## config.mk

```make
export PLATFORM = sky130hd
export DESIGN_NAME = note_sequencer
export DESIGN_NICKNAME = d
export VERILOG_FILES = /design/src/rtl/note_sequencer.sv
export SDC_FILE = /design/constraint.sdc
export NUM_CORES = 1
export LEC_CHECK = 0
export CORE_MARGIN = 3
export CORE_UTILIZATION = 62
export CTS_CLUSTER_SIZE = 8
export DETAILED_ROUTE_END_ITERATION = 6
export PLACE_DENSITY = 0.79
export SLEW_MARGIN = 20
export SYNTH_ARGS = -nofsm -noshare
export SYNTH_HDL_FRONTEND = slang
export SYNTH_SLANG_ARGS = --single-unit
```

## constraint.sdc

```tcl
create_clock -name clk -period 3.1 [get_ports clk]
set_input_delay 0.62 -clock clk [delete_from_list [all_inputs] [get_ports clk]]
set_output_delay 0.62 -clock clk [all_outputs]
set_load 0.01 [all_outputs]
```

## src/rtl/note_sequencer.sv

```systemverilog
// Song-table note sequencer: plays table entries as timed notes for a downstream tone generator.
// Define NOTE_GAP_EN to insert GAP_CYCLES of silence between notes; otherwise notes run back-to-back.
module note_sequencer #(
    parameter int unsigned BEAT_CYCLES = 12500000,
    parameter int unsigned GAP_CYCLES  = 1250000,
    parameter int unsigned SONG_LEN    = 32
) (
    input  logic        clk,
    input  logic        reset,
    input  logic        start,
    input  logic        stop,
    input  logic        loop,
    input  logic        wr_en,
    input  logic [4:0]  wr_addr,
    input  logic [19:0] wr_data,
    output logic [14:0] note_value,
    output logic        note_enable,
    output logic [4:0]  note_index,
    output logic        busy,
    output logic        song_done
);

    localparam int unsigned AW = (SONG_LEN > 1) ? $clog2(SONG_LEN) : 1;
    localparam int unsigned PW = (BEAT_CYCLES > 1) ? $clog2(BEAT_CYCLES) : 1;
    localparam logic [PW-1:0] PRESC_LAST = PW'(BEAT_CYCLES - 1);
    localparam logic [4:0]    LAST_IDX   = 5'(SONG_LEN - 1);

    typedef enum logic [2:0] {
        S_IDLE,
        S_LOAD,
        S_PLAY,
`ifdef NOTE_GAP_EN
        S_GAP,
`endif
        S_DONE
    } state_t;

    logic [19:0]   r_table [SONG_LEN];
    state_t        r_state;
    state_t        w_next;
    logic [4:0]    r_index;
    logic [19:0]   r_entry;
    logic [PW-1:0] r_presc;
    logic [3:0]    r_beats;
    logic [19:0]   w_rd;
    logic          w_last;
    logic          w_play_end;

`ifdef NOTE_GAP_EN
    localparam int unsigned GW = (GAP_CYCLES > 1) ? $clog2(GAP_CYCLES) : 1;
    logic [GW-1:0] r_gap;
    logic          w_gap_end;
    assign w_gap_end = (r_gap == GW'(GAP_CYCLES - 1));
`else
    logic w_unused_gap;
    assign w_unused_gap = (GAP_CYCLES != 0);
`endif

    // Table is only writable while idle; no reset so contents survive it.
    always_ff @(posedge clk) begin
        if (wr_en && !reset && r_state == S_IDLE)
            r_table[wr_addr[AW-1:0]] <= wr_data;
    end

    assign w_rd       = r_table[r_index[AW-1:0]];
    assign w_last     = (r_index == LAST_IDX);
    assign w_play_end = (r_presc == PRESC_LAST) && (r_beats == r_entry[19:16] - 4'd1);

    always_comb begin
        w_next      = r_state;
        busy        = (r_state != S_IDLE);
        song_done   = (r_state == S_DONE);
        note_enable = (r_state == S_PLAY) && !r_entry[15];
        note_value  = r_entry[14:0];
        note_index  = r_index;
        case (r_state)
            S_IDLE: if (start) w_next = S_LOAD;
            S_LOAD: w_next = (w_rd[19:16] == 4'd0) ? S_DONE : S_PLAY;
            S_PLAY: begin
                if (w_play_end) begin
`ifdef NOTE_GAP_EN
                    w_next = S_GAP;
`else
                    w_next = w_last ? S_DONE : S_LOAD;
`endif
                end
            end
`ifdef NOTE_GAP_EN
            S_GAP: if (w_gap_end) w_next = w_last ? S_DONE : S_LOAD;
`endif
            S_DONE: w_next = loop ? S_LOAD : S_IDLE;
            default: w_next = S_IDLE;
        endcase
        if (stop) w_next = S_IDLE;
    end

    always_ff @(posedge clk) begin
        if (reset) begin
            r_state <= S_IDLE;
            r_index <= '0;
            r_entry <= '0;
            r_presc <= '0;
            r_beats <= '0;
`ifdef NOTE_GAP_EN
            r_gap   <= '0;
`endif
        end else begin
            r_state <= w_next;
            // Entering LOAD from IDLE/DONE restarts the song; from a note it advances.
            if (w_next == S_LOAD)
                r_index <= (r_state == S_IDLE || r_state == S_DONE) ? '0 : r_index + 5'd1;
            if (r_state == S_LOAD)
                r_entry <= w_rd;
            if (r_state == S_PLAY && w_next == S_PLAY) begin
                if (r_presc == PRESC_LAST) begin
                    r_presc <= '0;
                    r_beats <= r_beats + 4'd1;
                end else begin
                    r_presc <= r_presc + PW'(1);
                end
            end else begin
                r_presc <= '0;
                r_beats <= '0;
            end
`ifdef NOTE_GAP_EN
            if (r_state == S_GAP && w_next == S_GAP)
                r_gap <= r_gap + GW'(1);
            else
                r_gap <= '0;
`endif
        end
    end

endmodule

```

-- Yosys cells after proc, flatten, opt, wreduce, memory -nomap -nowiden
Memory sizes are Yosys's and may differ from the RTL's. A register that Yosys moved wholly into a read port is not among the register bits.
Cells that the tools add are included.
- output and inout bits: 23
- logic and storage cells: 44
- register bits after elaboration: 56
- memories: 1
- bits in writable memories: 640
- bits of input ports: 31
- $add $sub $neg: 4
- reduce and logical (&&, ||, !) cells: 13
- multiplexer cells: 12
- equality and inequality tests: 8
- bitwise gates (word level): 1
- memory list (name ; words ; bits a word ; rd ports ; clocked after memory_dff ; write ports ; line ; text):
    r_table ; 32 ; 20 ; 1 ; 1 ; 1 ; 38 ; logic [19:0] r_table [SONG_LEN];
- operator list (kind ; number):
    $add 24x1->24 const B ; 1
    $eq 24x24->1 const B ; 1
    $mux 5 ; 3
    $pmux 3 s4 ; 1
    $eq 3x2->1 const B ; 3
    $mux 3 ; 3
    $eq 3x1->1 const B ; 2
    $add 5x1->5 const B ; 1
    $eq 5x5->1 const B ; 1
    $logic_and 1x1->1 ; 5
    $add 4x1->4 const B ; 1
    $eq 4x4->1 ; 1
    $logic_not 4->1 ; 1
    $mux 1 ; 4
    $sub 4x1->4 const B ; 1
    $logic_not 3->1 ; 1
    $reduce_bool 3->1 ; 1
    $reduce_or 3->1 ; 1
    $logic_not 1->1 ; 2
    $mux 2 ; 1
    $reduce_or 2->1 ; 1
    $logic_or 1x1->1 ; 1
    $not 1->1 ; 1

-- Depth between registers and ports, before layout
Gate-level depths: netlist of the first run.
- word-level depth: 10
- gate-level depth with buffers: 10
- mapped depth without buffers: 9

-- Worst setup path after synthesis of the first run
OpenSTA, ideal clock, no wires.
- path kind: register to register
- from: reg r_state[1]
- to: mem r_table[24][0] (enable)
- library setup time: 0.397 ns
- arrival time: 2.523 ns
- path buffers: 1
- cell stages (with the launch flop): 7
- clock period less this slack: 2.920 ns
- slack: 0.180 ns
- cells stage by stage: dfxtp_1 clkbuf_1 nor3_1 inv_1 nor4b_1 nand3_1 nor2_1
- word-level cells in the longest chain between the ends: 4
- RTL lines (item ; line ; text):
    start, declared ; 39 ; state_t r_state;
    start signal, assigned ; 108 ; r_state <= w_next;
    $logic_not 3->1 ; 61 ; if (wr_en && !reset && r_state == S_IDLE)
    $logic_and 1x1->1 ; 61 ;
    $mux 1 ; 61 ;
    $mux 1 (not written as such) ; 62 ; r_table[wr_addr[AW-1:0]] <= wr_data;
    end, declared ; 38 ;
Every way passes these cells.

-- Worst setup path in the final report of the first run
- from: reg r_state[1]
- to: out note_enable
- word-level cells in the longest chain between the ends: 2
- RTL lines (item ; line ; text):
    $eq 3x2->1 ; 73 ; note_enable = (r_state == S_PLAY) && !r_entry[15];
    $logic_and 1x1->1 ; 73 ;
    end, declared ; 17 ; output logic note_enable,
Every way passes these cells.

==> results of run 1 <==
[worst min path at each step]
stage	from	endpoint	slack (ps)
2_1_floorplan	r_presc[0]$_SDFF_PP0_	r_presc[0]$_SDFF_PP0_	430
4_1_cts	r_presc[0]$_SDFF_PP0_	r_presc[0]$_SDFF_PP0_	470
3_5_place_dp	r_presc[0]$_SDFF_PP0_	r_presc[0]$_SDFF_PP0_	460
3_3_place_gp	r_presc[0]$_SDFF_PP0_	r_presc[0]$_SDFF_PP0_	440
5_1_grt	r_presc[0]$_SDFF_PP0_	r_presc[0]$_SDFF_PP0_	500
6_report	r_presc[0]$_SDFF_PP0_	r_presc[0]$_SDFF_PP0_	460
[registers in the layout, summed over array words and instances, names as in the netlist, named ones only]
name,count
r_beats,4
r_presc,24
r_table,640
r_entry,20
note_index,5
r_state,3
[per-layer routing]
metal | global-route usage, % | up-vias | wire, um | share of wire, %
met5 | 0 | - | 9 | 0.014
met4 | 9.45 | 2 | 2060 | 3.2
met3 | 6.54 | 146 | 6350 | 9.9
met2 | 46.0 | 917 | 32000 | 50
met1 | 39.7 | 7333 | 23900 | 37
li1 | - | 5660 | - | -
[cell type report]
cell class                      instances  area, um2
Sequential cell                       701      20500
Fill cell                            2216      10800
Multi-Input combinational cell        511       6270
Clock buffer                          163       2740
Timing Repair Buffer                  153       1460
Tap cell                              577        722
Clock inverter                          5       73.8
Inverter                                5       18.8
[synthesized netlist by cell type (2+ instances only)]
cell type	instances
nor2_1	100
xor2_1	17
ha_1	5
buf_1	14
or3_1	4
nand4_1	13
clkbuf_1	19
edfxtp_1	640
mux4_2	186
o21ai_1	2
o21ai_0	6
nand3_1	23
a22oi_1	4
inv_1	5
or2_2	2
nor3b_1	2
a21oi_1	5
nor2b_1	4
dfxtp_1	61
a211oi_1	19
nor4b_1	3
nand2b_1	8
a31oi_1	4
mux2i_1	40
buf_6	2
and3_1	2
buf_2	22
nand2_1	30
xnor2_1	11
and4b_1	2
buf_4	20
nor3_1	8
[logic make-up after synthesis]
group           count (synthesis)  share of synthesized area, %
buf+inv                        82                          1.57
xor+xnor                       29                         0.995
compound gates                 43                          1.09
fa+ha+maj                       5                         0.231
simple gates                  206                          3.52
other cells                     1                        0.0139
flops                         701                          75.6
mux                           227                          17.0
[worst register-to-register path, stage by stage, from the launching register on]
cell	delay (ps)
dfxtp_4	740
mux4_2	620
mux4_2	500
mux2i_1	390
nand4_1	170
a21oi_1	210
[metrics by stage]
stage | hold slack [ps] | total power [mW] | instances | area (um2) | utilization [%]
global placement | 439 | 10.8 | 1947 | 28900 | 68.1
global route | 503 | 20.9 | 2115 | 31700 | 74.6
detailed placement | 457 | 10.8 | 1947 | 28900 | 68.1
floorplan | 430 | 10.6 | 1294 | 27000 | -
CTS | 467 | 20.4 | 2115 | 31700 | 74.7
finish | 461 | 20.3 | 2115 | 31700 | 74.6
[power breakdown]
part	total [mW]	switching (mW)	leakage, nW	internal [mW]
sequential	10.4	0.0106	6.25	10.3
clock	9.67	3.73	1.34	5.95
combinational	0.274	0.197	2.19	0.0765
==> results.yml, run 1 <==
setup_path:
  cp_top_family: "simple AND/OR/NAND/NOR gates"
  crit_start: "r_state[1]$_SDFF_PP0_"
  cp_cell_sequence: "or3b_2 -> nor2_1 -> clkdlybuf4s50_1"
  worst-path-stages: 3
  endpoint_kind: "primary output"
  critPathCapture: "note_enable"
  path_max_fanout: 7
  cp_slowest_stage_delay_ps: 540
  worstPathRequired_ps: 2480
  cp_slowest_cell: "or3b_2"
  startpoint_type: "register"
  reg2reg_setup_slack_ps: 410
  r2r-end: "r_state[0]$_SDFF_PP0_"
  critPathKind: "register to primary output"
  critPathBufInv: 1
  cp.arrival_ps: 2250
  reg2regPathDepth: 5
job:
  drv_cap: 0
timing:
  maxSlewHeadroom_pct: 28.2
  rsz0062_at_grt: "no"
  final-setup-viol-count: 0
  max_freq_ghz: 0.348
  hold_viol: 0
  clock_skew_ps: 15.2
  finalSetupTns_ps: 0
  setup_slack_ps: 228
  drv_slew: 0
  min_period_ps: 2870
  tightest_slew_ps: 1070
  post-route-period-util_pct: 92.6
floorplan:
  fp.dieW_um: 215
  num_rows: 75
  coreArea_mm2: 0.0425
  initial_utilization_pct: 63.6
  io_pins: 54
  dieArea_mm2: 0.0462
  die_h_um: 215
synth:
  ys_types: 43
  syn_inst: 1294
  synth_area_per_cell_um2: 20.9
  ys_warn_count: 0
  synth-seq-cells: 701
  synthesis.nets: 1330
  yosysSeqAreaShare_pct: 75.6
  synth_top_area_cell: "edfxtp_1"
  async_reset_ff_share_pct: 0
  synth_area_leaders: "edfxtp_1 71%, mux4_2 15%, dfxtp_1 4.5%, mux2i_1 1.5%, nor2_1 1.4%"
  synth-edff-count: 640
  ys.flop_type: "edfxtp_1"
  netlist.area_leader.share_pct: 71.1
  syn_area_mm2: 0.0270
final_layout:
  layout_common_cells: "640 x edfxtp_1, 186 x mux4_2, 100 x clkbuf_16, 85 x buf_4, 68 x nor2_1"
  layout_commonest_cell: "edfxtp_1"
  syn_to_final_growth_pct: 17.3
  antennaDiodeCount: 0
  layout.nets: 1505
  drive_gt1_share_pct: 28.3
global_routing:
  antenna_found_initial: 1
  gr-usage-all-layers_pct: 28.6
  grt_max_degree: 45
  grt_pass1_vias: 14400
  grt_remaining_overflow: 0
  grt_first_pass_wirelength_um: 95700
clocking:
  cts_max_level: 3
  clock-sinks: 701
  clk_pin_slew_ps: 50
  cts_tree: "yes"
  cts_root_buf: "clkbuf_16"
  cts-resized-gates: 0
  cts_buffers: 97
  holdBufCountCts: 0
  cts_setup_buffers: 0
  clk_latency_ps: 630
  max-clock-path-buffers: 3
detailed_routing:
  vias: 14058
  drt_drc_violations_left: 0
  drt_iter0_drc: 1732
  wirelength_um: 64400
  ant_nets: 0
  routedWlPerCell_um: 30.4
  via_per_inst: 6.65
  dr.pass1.iters: 5
place:
  pre_cts_ws_ps: 343
  dp_hpwl_um: 36900
  gp_congestion: 0.862
  portBuffers: 53
power_and_ir_drop:
  p_leak_nw: 9.78
  p_per_area_mw_per_mm2: 640
  ir_worst_vdd_mv: 0.563
status:
  status: "complete, no violations"
hold_path:
  min_path_type: "register to register"
  holdPathStages: 1
Power figures use the tool's default switching activity.
==> run 2, diff against run 1 <==
Settings changed: CELL_PAD_IN_SITES_DETAIL_PLACEMENT set to 2, CELL_PAD_IN_SITES_GLOBAL_PLACEMENT set to 2, CORE_UTILIZATION 62 to 49, PLACE_DENSITY 0.79 to unset, PLACE_DENSITY_LB_ADDON set to 0.1.
==> results.yml, run 2 (synthesized netlist as in run 1, its figures left out) <==
power_and_ir_drop:
  ir_worst_vdd_mv: 0.570
  sw_frac_of_total_pct: 21.0
  combinationalPowerShare_pct: 1.6
  seq_power_share_pct: 50.1
  p_int_mw: 16.3
  clkPwrFrac_pct: 48.4
  power.total_mw: 20.7
  p_sw_mw: 4.33
  p_leak_nw: 9.90
  p_per_area_mw_per_mm2: 643
final_layout:
  layout_common_cells: "640 x edfxtp_1, 186 x mux4_2, 99 x clkbuf_16, 98 x buf_4, 67 x nor2_1"
  drive_gt1_share_pct: 29.3
  final_area_mm2: 0.0321
  layout.nets: 1526
  largest_register_ffs: 640
  instances_no_fill: 2250
  layout_commonest_cell: "edfxtp_1"
  utilization_pct: 59.2
  syn_to_final_growth_pct: 18.8
place:
  gp_congestion: 0.779
  dp_hpwl_um: 51600
  pre_cts_ws_ps: 343
  portBuffers: 53
  place_area_mm2: 0.0293
  dp_cells: 2087
timing:
  setup_slack_ps: 279
  finalSetupTns_ps: 0
  whs_ps: 478
  max_freq_ghz: 0.354
  post-route-period-util_pct: 91.0
  hold_viol: 0
  drv_slew: 0
  min_period_ps: 2820
  maxSlewHeadroom_pct: 35.7
  tightest_slew_ps: 965
  final-setup-viol-count: 0
  clock_skew_ps: 28.0
  rsz0062_at_grt: "no"
hold_path:
  holdPathStages: 1
  min_path_type: "register to register"
  holdCritStartpoint: "r_presc[0]$_SDFF_PP0_"
detailed_routing:
  routedWlPerCell_um: 37.6
  via_per_inst: 6.38
  vias: 14366
  drt_drc_violations_left: 0
  wirelength_um: 84500
  drt_iter0_drc: 1683
  dr.pass1.iters: 7
  ant_nets: 0
setup_path:
  reg2regPathDepth: 9
  worst-path-stages: 9
  cp.arrival_ps: 3390
  cp_slowest_stage_delay_ps: 760
  path_max_fanout: 32
  cp_cell_sequence: "buf_4 -> and2b_1 -> nand2_1 -> nand4_1 -> o21ai_0 -> nor4b_1 -> buf_4 -> nand4_1 -> a21oi_1"
  startpoint_type: "register"
  endpoint_kind: "register"
  cp_top_family: "simple AND/OR/NAND/NOR gates"
  critPathBufInv: 2
  cp_slowest_cell: "dfxtp_4"
  critPathKind: "register to register"
  worstPathRequired_ps: 3670
global_routing:
  grt_remaining_overflow: 0
  grt_first_pass_wirelength_um: 122000
  gr-usage-all-layers_pct: 30.2
  grt_max_degree: 33
  grt_pass1_vias: 15590
  antenna_found_initial: 4
clocking:
  cts-resized-gates: 2
  holdBufCountCts: 0
  clock-sinks: 701
  max-clock-path-buffers: 3
  cts_tree: "yes"
  cts_buffers: 97
  cts_root_buf: "clkbuf_16"
  cts_setup_buffers: 0
  clk_latency_ps: 660
  clk_pin_slew_ps: 50
  cts_max_level: 3
job:
  drv_cap: 0
floorplan:
  dieArea_mm2: 0.0581
  coreArea_mm2: 0.0542
  num_rows: 85
  fp.dieW_um: 241
  initial_utilization_pct: 49.9
  die_h_um: 241
  io_pins: 54
status:
  status: "complete, no violations"
run 2: layer usage:
layer / vias up / global-route usage (%) / wire length [um]
li1: 5702 / - / -
met1: 7860 / 40.6 / 32900
met2: 678 / 51.4 / 43400
met3: 126 / 5.54 / 6040
met4: 0 / 8.33 / 2130
met5: - / 0 / 0
run 2: area by class of cell:
type	instances	area, um2
Clock inverter	4	72.6
Fill cell	4336	22100
Inverter	5	18.8
Sequential cell	701	20500
Tap cell	696	871
Timing Repair Buffer	174	1730
Multi-Input combinational cell	511	6270
Clock buffer	158	2710
Antenna cell	1	2.50
run 2: worst register-to-register path, stage by stage, from the launching register on:
cell and delay, ps:
dfxtp_4 760, buf_4 380, and2b_1 330, nand2_1 110
nand4_1 160, o21ai_0 140, nor4b_1 430, buf_4 200
nand4_1 80, a21oi_1 160
run 2: final timing paths:
path,endpoint,slack [ps]
worst min-delay path,r_presc[0]$_SDFF_PP0_,480
worst max-delay path,r_state[0]$_SDFF_PP0_,280
worst min register to register,r_presc[0]$_SDFF_PP0_,480
worst max register to register,r_state[0]$_SDFF_PP0_,280
run 2: power groups by stage:
stage / Sequential (mW) / Combinational (mW) / Clock, mW
global placement: 10.5 / 0.285 / 0
global route: 10.3 / 0.342 / 10.5
detailed placement: 10.5 / 0.313 / 0
floorplan: 10.5 / 0.0512 / 0
finish: 10.3 / 0.321 / 9.99
CTS: 10.3 / 0.321 / 10.1
==> run 3, diff against run 2 <==
Settings changed: CAP_MARGIN set to 20.
==> results of run 3 <==
Same layout as run 2: the final DEF is identical, and so are final timing and power.
